$ cat config.mk
export PLATFORM = sky130hd
export DESIGN_NAME = calc_n
export DESIGN_NICKNAME = d
export VERILOG_FILES = /design/src/rtl/calc_n.sv
export SDC_FILE = /design/constraint.sdc
export NUM_CORES = 1
export LEC_CHECK = 0
export CAP_MARGIN = 25
export CORE_MARGIN = 1
export CORE_UTILIZATION = 40
export DETAILED_ROUTE_END_ITERATION = 10
export GPL_TIMING_DRIVEN = 0
export PLACE_DENSITY = 0.63
export SYNTH_ARGS = -nofsm -noshare
export SYNTH_HDL_FRONTEND = slang
export SYNTH_SLANG_ARGS = --single-unit
$ cat constraint.sdc
create_clock -name c_clk -period 20 [get_ports c_clk]
set_input_delay 6 -clock c_clk [delete_from_list [all_inputs] [get_ports c_clk]]
set_output_delay 6 -clock c_clk [all_outputs]
set_load 0.01 [all_outputs]
$ cat src/rtl/calc_n.sv
// calc_n: multi-port two-cycle request front end feeding one shared ALU.
// Each port captures {cmd, op1} then op2, queues the operation, and a
// round-robin arbiter hands one queued operation per cycle to the ALU.
// The result is registered and shown on the owning port for one cycle.
//
// Handshake: a port's cmd cycle is accepted on a rising edge only when
// req_ready for that port is 1 during that cycle and cmd is nonzero; the
// following cycle always carries op2 and its cmd lane is ignored. A cmd
// presented while req_ready is 0 is dropped with no response.
module calc_n #(
  parameter int NUM_PORTS  = 4,
  parameter int DATA_W     = 32,
  parameter int FIFO_DEPTH = 2
) (
  input  logic                        c_clk,
  input  logic                        reset,
  input  logic [4*NUM_PORTS-1:0]      req_cmd_in,
  input  logic [DATA_W*NUM_PORTS-1:0] req_data_in,
  output logic [NUM_PORTS-1:0]        req_ready,
  output logic [2*NUM_PORTS-1:0]      out_resp,
  output logic [DATA_W*NUM_PORTS-1:0] out_data,
  output logic [NUM_PORTS-1:0]        dbg_cap_state
);

  localparam int PTR_W  = $clog2(FIFO_DEPTH);
  localparam int CNT_W  = PTR_W + 1;
  localparam int SH_W   = $clog2(DATA_W);
  localparam int PORT_W = (NUM_PORTS > 1) ? $clog2(NUM_PORTS) : 1;
  localparam int ENT_W  = 4 + 2 * DATA_W;

  localparam logic [3:0] CMD_NOP = 4'd0;
  localparam logic [3:0] CMD_ADD = 4'd1;
  localparam logic [3:0] CMD_SUB = 4'd2;
  localparam logic [3:0] CMD_SHL = 4'd5;
  localparam logic [3:0] CMD_SHR = 4'd6;

  localparam logic [1:0] RESP_OK  = 2'd1;
  localparam logic [1:0] RESP_ERR = 2'd2;

  typedef enum logic {
    CAP_IDLE = 1'b0,
    CAP_OP2  = 1'b1
  } cap_state_t;

  // Capture FSM and operand holding registers, one set per port
  cap_state_t         state_q [NUM_PORTS];
  cap_state_t         state_d [NUM_PORTS];
  logic [3:0]         cmd_q   [NUM_PORTS];
  logic [DATA_W-1:0]  op1_q   [NUM_PORTS];

  // Per-port operation queues
  logic [ENT_W-1:0]   fifo_mem [NUM_PORTS][FIFO_DEPTH];
  logic [PTR_W-1:0]   wr_ptr_q [NUM_PORTS];
  logic [PTR_W-1:0]   rd_ptr_q [NUM_PORTS];
  logic [CNT_W-1:0]   count_q  [NUM_PORTS];

  logic [NUM_PORTS-1:0] accept;
  logic [NUM_PORTS-1:0] push;
  logic [NUM_PORTS-1:0] pop;

  // Arbiter
  logic [PORT_W-1:0]  rr_ptr_q;
  logic [PORT_W:0]    cand;
  logic [PORT_W-1:0]  cand_idx;
  logic               grant_valid;
  logic [PORT_W-1:0]  grant_idx;

  // ALU
  logic [ENT_W-1:0]   alu_entry;
  logic [3:0]         alu_cmd;
  logic [DATA_W-1:0]  alu_op1;
  logic [DATA_W-1:0]  alu_op2;
  logic [DATA_W:0]    alu_sum;
  logic [1:0]         alu_resp;
  logic [DATA_W-1:0]  alu_data;

  logic [2*NUM_PORTS-1:0]      resp_d;
  logic [DATA_W*NUM_PORTS-1:0] data_d;

  // Per-port flow control: ready, cmd acceptance, queue push and pop
  always_comb begin
    req_ready     = '0;
    accept        = '0;
    push          = '0;
    pop           = '0;
    dbg_cap_state = '0;
    for (int p = 0; p < NUM_PORTS; p++) begin
      req_ready[p]     = (state_q[p] == CAP_IDLE) &&
                         (count_q[p] != CNT_W'(FIFO_DEPTH));
      accept[p]        = req_ready[p] && (req_cmd_in[4*p +: 4] != CMD_NOP);
      push[p]          = (state_q[p] == CAP_OP2);
      pop[p]           = grant_valid && (grant_idx == PORT_W'(p));
      dbg_cap_state[p] = (state_q[p] == CAP_OP2);
    end
  end

  // Capture FSM next state: IDLE -> OP2 on accept, OP2 -> IDLE always
  always_comb begin
    for (int p = 0; p < NUM_PORTS; p++) begin
      state_d[p] = state_q[p];
      case (state_q[p])
        CAP_IDLE: if (accept[p]) state_d[p] = CAP_OP2;
        CAP_OP2:  state_d[p] = CAP_IDLE;
        default:  state_d[p] = CAP_IDLE;
      endcase
    end
  end

  // Capture FSM state register
  always_ff @(posedge c_clk or negedge reset) begin
    if (!reset) begin
      for (int p = 0; p < NUM_PORTS; p++) state_q[p] <= CAP_IDLE;
    end else begin
      for (int p = 0; p < NUM_PORTS; p++) state_q[p] <= state_d[p];
    end
  end

  // Operand capture and queue storage; contents are don't-care until pushed
  always_ff @(posedge c_clk) begin
    for (int p = 0; p < NUM_PORTS; p++) begin
      if (accept[p]) begin
        cmd_q[p] <= req_cmd_in[4*p +: 4];
        op1_q[p] <= req_data_in[DATA_W*p +: DATA_W];
      end
      if (push[p]) begin
        fifo_mem[p][wr_ptr_q[p]] <= {cmd_q[p], op1_q[p],
                                     req_data_in[DATA_W*p +: DATA_W]};
      end
    end
  end

  // Queue pointers and occupancy; simultaneous push and pop cancel out
  always_ff @(posedge c_clk or negedge reset) begin
    if (!reset) begin
      for (int p = 0; p < NUM_PORTS; p++) begin
        wr_ptr_q[p] <= '0;
        rd_ptr_q[p] <= '0;
        count_q[p]  <= '0;
      end
    end else begin
      for (int p = 0; p < NUM_PORTS; p++) begin
        if (push[p]) wr_ptr_q[p] <= wr_ptr_q[p] + PTR_W'(1);
        if (pop[p])  rd_ptr_q[p] <= rd_ptr_q[p] + PTR_W'(1);
        case ({push[p], pop[p]})
          2'b10:   count_q[p] <= count_q[p] + CNT_W'(1);
          2'b01:   count_q[p] <= count_q[p] - CNT_W'(1);
          default: count_q[p] <= count_q[p];
        endcase
      end
    end
  end

  // Round-robin search for the first non-empty queue at or after rr_ptr_q
  always_comb begin
    grant_valid = 1'b0;
    grant_idx   = '0;
    cand        = '0;
    cand_idx    = '0;
    for (int i = 0; i < NUM_PORTS; i++) begin
      cand = {1'b0, rr_ptr_q} + (PORT_W+1)'(i);
      if (cand >= (PORT_W+1)'(NUM_PORTS)) cand = cand - (PORT_W+1)'(NUM_PORTS);
      cand_idx = cand[PORT_W-1:0];
      if (!grant_valid && (count_q[cand_idx] != '0)) begin
        grant_valid = 1'b1;
        grant_idx   = cand_idx;
      end
    end
  end

  // Priority moves to the port after the one just granted
  always_ff @(posedge c_clk or negedge reset) begin
    if (!reset) begin
      rr_ptr_q <= '0;
    end else if (grant_valid) begin
      if (grant_idx == PORT_W'(NUM_PORTS - 1)) rr_ptr_q <= '0;
      else                                     rr_ptr_q <= grant_idx + PORT_W'(1);
    end
  end

  // Shared ALU operating on the head of the granted queue
  always_comb begin
    alu_entry = fifo_mem[grant_idx][rd_ptr_q[grant_idx]];
    alu_cmd   = alu_entry[ENT_W-1 -: 4];
    alu_op1   = alu_entry[2*DATA_W-1 -: DATA_W];
    alu_op2   = alu_entry[DATA_W-1:0];
    alu_sum   = {1'b0, alu_op1} + {1'b0, alu_op2};
    alu_resp  = RESP_ERR;
    alu_data  = '0;
    case (alu_cmd)
      CMD_ADD: begin
        if (!alu_sum[DATA_W]) begin
          alu_resp = RESP_OK;
          alu_data = alu_sum[DATA_W-1:0];
        end
      end
      CMD_SUB: begin
        if (alu_op2 <= alu_op1) begin
          alu_resp = RESP_OK;
          alu_data = alu_op1 - alu_op2;
        end
      end
      CMD_SHL: begin
        alu_resp = RESP_OK;
        alu_data = alu_op1 << alu_op2[SH_W-1:0];
      end
      CMD_SHR: begin
        alu_resp = RESP_OK;
        alu_data = alu_op1 >> alu_op2[SH_W-1:0];
      end
      default: begin
        alu_resp = RESP_ERR;
        alu_data = '0;
      end
    endcase
  end

  // Route the ALU result to the granted port's lanes only
  always_comb begin
    resp_d = '0;
    data_d = '0;
    for (int p = 0; p < NUM_PORTS; p++) begin
      if (pop[p]) begin
        resp_d[2*p +: 2]           = alu_resp;
        data_d[DATA_W*p +: DATA_W] = alu_data;
      end
    end
  end

  // Registered response: nonzero for one cycle per operation
  always_ff @(posedge c_clk or negedge reset) begin
    if (!reset) begin
      out_resp <= '0;
      out_data <= '0;
    end else begin
      out_resp <= resp_d;
      out_data <= data_d;
    end
  end

endmodule

* Yosys cells after proc, flatten, opt, wreduce, memory -nomap -nowiden
Memory sizes are Yosys's and may differ from the RTL's.
Cells that the tools add are included.
** Word-level totals
- Word-level logic and storage cells :: 215
- Input port bits :: 146
- Memories kept :: 3
- Bits in writable memories :: 688
- Flip-flop bits (word level) :: 158
** Cells by class
- Muxes and demuxes :: 77
- $lt $le $gt $ge :: 19
- $add $sub $neg :: 26
- Shift operators :: 2
- Equality and inequality tests :: 19
- Bitwise operators :: 14
- Reductions and logical operators :: 36
** Memory list
- fifo_mem :: words 4, bits a word 136, rd ports 1, clocked after memory_dff 0, write ports 4, line 52 : logic [ENT_W-1:0] fifo_mem [NUM_PORTS][FIFO_DEPTH];
- op1_q :: words 4, bits a word 32, rd ports 4, clocked after memory_dff 0, write ports 4, line 49 : logic [DATA_W-1:0] op1_q [NUM_PORTS];
- cmd_q :: words 4, bits a word 4, rd ports 4, clocked after memory_dff 0, write ports 4, line 48 : logic [3:0] cmd_q [NUM_PORTS];
** Operators with widths (count)
- 136-bit two-way mux :: 4
- 68-bit two-way mux :: 7
- 68-bit demux with 1-bit select :: 4
- 32-bit two-way mux :: 6
- 32-bit case mux with 4 select lines :: 1
- 2-bit two-way mux :: 23
- 32-bit by 32-bit adder with 33-bit output :: 1
- 32-bit <= comparator :: 1
- 32-bit by 5-bit << shifter with 32-bit output :: 1
- 32-bit by 5-bit right shift with 32-bit output :: 1
- 32-bit subtractor :: 1
- 3-bit greater-or-equal comparator, second input constant :: 8
- 1-bit logical AND :: 19
- 1-bit two-way mux :: 18
- 2-bit binary-select mux with 2-bit select :: 4
- 2-bit case mux with 2 select lines :: 4
- 2-bit nonzero test :: 8
- 4-bit nonzero test :: 4
- 2-bit by 1-bit subtractor with 2-bit output, second input constant :: 8
- 2-bit inverter with 3-bit output :: 5
- 2-bit equality test, second input constant :: 6
- 2-bit by 1-bit adder with 2-bit output, second input constant :: 5
- 2-bit by 1-bit equality test with 1-bit output, second input constant :: 5
- 2-bit greater-or-equal comparator, second input constant :: 5
- 17 further kinds :: 44

* Logic depth before layout (Yosys ltp)
- Word-level depth :: 29
- Mapped depth :: 34
- Depth with buffers taken out :: 23

* Worst setup path after synthesis
Ideal clock, no wire load.
- Kind :: register to output
- Start :: reg count_q[0] in the netlist's numbering
- End :: out req_ready[3]
- Arrival time :: 1.880 ns
- Stages on the path, launching flop included :: 7
- Data required time :: 14.000 ns
- Path slack :: 12.120 ns
- Path through :: dfrtp_1 clkbuf_1 clkbuf_1 clkbuf_1 buf_1 inv_1 a21oi_1
** Between the ends
- Word-level cells in the longest chain between the ends :: 2
** Ends and longest elaborated chain
- start: declaration :: line 55 : logic [CNT_W-1:0] count_q [NUM_PORTS];
- start signal: indexed assignment :: line 145 : 2'b10: count_q[p] <= count_q[p] + CNT_W'(1);
- start signal: indexed assignment :: line 146 : 2'b01: count_q[p] <= count_q[p] - CNT_W'(1);
- start signal: indexed assignment :: line 147 : default: count_q[p] <= count_q[p];
- 2-bit != test :: line 89 : (count_q[p] != CNT_W'(FIFO_DEPTH));
- 1-bit logical AND :: line 88 : req_ready[p] = (state_q[p] == CAP_IDLE) &&
- end: declaration :: line 19 : output logic [NUM_PORTS-1:0] req_ready,
Every way passes these cells.

* Worst setup path in the final report
- Start :: reg count_q[2] in the netlist's numbering
- End :: reg out_data[3]
** Between the ends
- Word-level cells in the longest chain between the ends :: 26
** Ends and longest elaborated chain
- 2-bit binary-select mux with 2-bit select :: line 163 : if (!grant_valid && (count_q[cand_idx] != '0)) begin
- 2-bit two-way mux (implied by the code) (2 in series) :: line 163
- 2-bit nonzero test :: line 163
- 1-bit two-way mux :: line 163
- 1-bit zero test :: line 163
- 1-bit logical AND :: line 163
- 1-bit two-way mux :: line 163
- 1-bit zero test :: line 163
- (+7 left out)
- 1-bit two-way mux (implied by the code) (2 in series) :: line 182 : alu_entry = fifo_mem[grant_idx][rd_ptr_q[grant_idx]];
- 1-bit inverter with 2-bit output (implied by the code) :: line 182
- 68-bit two-way mux (implied by the code) (3 in series) :: line 182
- 32-bit subtractor (tied with other cells) :: line 199 : alu_data = alu_op1 - alu_op2;
- 32-bit two-way mux (on tied branches) :: line 197, 191
- 32-bit case mux with 4 select lines :: line 189 : case (alu_cmd)
- 32-bit two-way mux (*) :: line 222 : if (pop[p]) begin
- via data_d[3] :: line 78 : logic [DATA_W*NUM_PORTS-1:0] data_d;
- end signal: assignment :: line 236 : out_data <= data_d;
- end: declaration :: line 21 : output logic [DATA_W*NUM_PORTS-1:0] out_data,
The timed path passes the listed nets; every way through them passes the cells marked *. The select of a mux whose other input is x is not followed.
A chain may end at the register's enable or synchronous reset.

==> reports/metrics.cfg <==
[cts]
post_cts_resized = 0
cts_sinks = 846
clock_latency_ns = 0.71
cts_tree = built
cts_max_level = 3
holdBufCountCts = 0
post_cts_buffers = 0
path_clk_slew_ns = 0.06
cts_inserted_buffers = 90
clock_path_buffers = 3
cts_root_buf = clkbuf_16

[routing]
dr.first_iter.drc_count = 5128
vias_per_cell = 6.422
via_count = 36490
detail_route.wl_per_cell_um = 32.62
ant_nets = 0
routed_wl_um = 185400
drcViolationCount = 0
dr.pass1.iters = 6

[timing]
timing.fmax_ghz = 0.08254
min_period_ns = 12.12
slew_headroom = 0.2359
worst_slew_pin_slew_ns = 1.114
finalClockSkew_ns = 0.07032
fin_setup_tns_ns = 0
hold_viol_final = 0
rsz0062_at_grt = false
drv_slew = 0
post-route-period-util = 0.6058
setup_viol = 0
whs_ns = 0.4442

[grt]
overflow = 0
grt_pass1_wl_um = 259000
grt_use_total = 0.3365
grt_pass1_vias = 34340
grt_max_degree = 88
antenna_found_initial = 13

[synthesis]
synth_area_sq_um = 42900
synthFlopType = edfxtp_1
ys_seq_area_frac = 0.5738
synth_cell_type_count = 93
syn_avg_cell_area_sq_um = 11.36
synthArstFlopShare = 0.1868
yosysWarnings = 0
synth_nets = 3996
synth-seq-cells = 846
synth_cells = 3775
synth-edff-count = 688

[die]
start_util = 0.4052
coreArea_sq_um = 105900
dieArea_sq_um = 108600
rows = 119
io_pins = 290
die_x_um = 329.5
die_y_um = 329.5

[critical_path]
crit_type = flop to flop
r2r_start = count_q[2]
reg2reg_to = out_data[3]
start_kind = flop
worstSetupEndpointType = flop
cp_slowest_cell = o31ai_1
arrival_ns = 12.67
r2r_setup_slack_ns = 7.88
reg2reg_depth = 31
cp_common_cell = clkbuf_1
cp.required_ns = 20.56
crit_fanout = 11
slowest_delay_ns = 0.90

[flow_run]
cap_violations = 0

[place]
place_inst = 5505
place_hpwl_um = 140400
gp_congestion = 1.017
port-buffer-count = 289

[final_layout]
fin_cells = 5683
final_nets = 4433
drive_gt1_frac = 0.07698
multiInputGateArea_sq_um = 16390
n_fill_cell = 9559
mostFrequentLayoutCells = edfxtp_1, nand2_1, clkdlybuf4s50_1
final_common_cell = edfxtp_1
area_growth_pct = 19.92
seq_area_sq_um = 24610

[hold_path]
whs_path_depth = 0
min_to = fifo_mem[1][100]
hold_class = flop to flop
hold_start = op1_q[1][0]

[run_status]
status = finished, final reports clean

## routing by layer
| metal | global-route usage | part of all wire |
|---|---|---|
| met5 | 0 | 0.000070 |
| met3 | 0.08220 | 0.11 |
| met1 | 0.4726 | 0.41 |
| met4 | 0.1316 | 0.044 |
| met2 | 0.4999 | 0.43 |
## cell usage after synthesis (all sizes together), types with 16 or more instances
cell / count / area [sq um]
nand4: 27 / 168.9
a31oi: 58 / 362.9
o22ai: 28 / 175.2
mux2i: 156 / 1578
nand2: 392 / 1471
or2: 17 / 106.4
ha: 73 / 913.4
nor3b: 121 / 913.4
nand3: 51 / 260.3
mux2: 33 / 371.6
clkbuf: 255 / 957.2
and2: 32 / 200.2
o21bai: 20 / 150.1
dfrtp: 158 / 3954
inv: 197 / 742.0
o311ai: 237 / 2076
a21oi: 113 / 565.5
o21ai: 93 / 465.4
xnor2: 32 / 280.3
nor2: 238 / 893.4
a21o: 16 / 120.1
and3: 85 / 531.8
buf: 58 / 291.5
o211ai: 132 / 991.0
o31ai: 23 / 172.7
edfxtp: 688 / 20660
nor3: 88 / 460.4
o221ai: 23 / 201.4
a211oi: 48 / 360.4
nor4: 31 / 219.0
## stage by stage
step	worst slack (ns)	utilization	area [sq um]
2_1_floorplan	12.12	-	42900
3_3_place_gp	6.529	0.4490	47530
3_5_place_dp	8.239	0.4568	48360
4_1_cts	8.217	0.4854	51380
5_1_grt	7.843	0.4858	51430
6_report	7.884	0.4859	51440
## worst max path at each step
stage               slack [ns]        from               end  cells past startpoint
floorplan                12.12  count_q[0]      req_ready[3]                      6
global placement          6.53       reset  dbg_cap_state[3]                      1
detailed placement        8.24  count_q[2]      out_data[52]                     30
CTS                       8.22  count_q[2]      out_data[52]                     30
global route              7.84  count_q[2]       out_data[3]                     28
finish                    7.88  count_q[2]       out_data[3]                     31
## layout make-up
type,count,share of cell area
inverter,200,0.01464
buffer,313,0.02427
clock inverter,55,0.01172
antenna,5,0.0002432
multi-input combinational,2416,0.3186
timing repair buffer,345,0.07102
sequential,846,0.4785
clock buffer,112,0.04716
tap,1391,0.03383
## worst max-delay path: cells and delay by family (launching register included)
| family | cells | cell delay, ns |
|---|---|---|
| fa+ha+maj | 1 | 0.16 |
| compound gates | 9 | 3.78 |
| buf+inv | 11 | 4.71 |
| simple gates | 9 | 2.68 |
| flops | 1 | 0.37 |
| mux | 1 | 0.24 |
## state kept, by name (all words and copies together) (netlist names)
| name | cells |
|---|---|
| fifo_mem | 544 |
| rd_ptr_q | 4 |
| wr_ptr_q | 4 |
| out_data | 128 |
| rr_ptr_q | 2 |
| dbg_cap_state | 4 |
| cmd_q | 16 |
| op1_q | 128 |
| out_resp | 8 |
| count_q | 8 |
## kinds of logic after synthesis
logic type      after synthesis  synth area share
mux                         196           0.04912
xor+xnor                     42          0.008575
fa+ha+maj                    75           0.02223
buf+inv                     513           0.04667
flops                       846            0.5738
simple gates               1151            0.1334
compound gates              952            0.1662
Power is left out: the tool's default activity adds up to more than one toggle a clock period on the data nets, which glitch-free logic cannot reach.
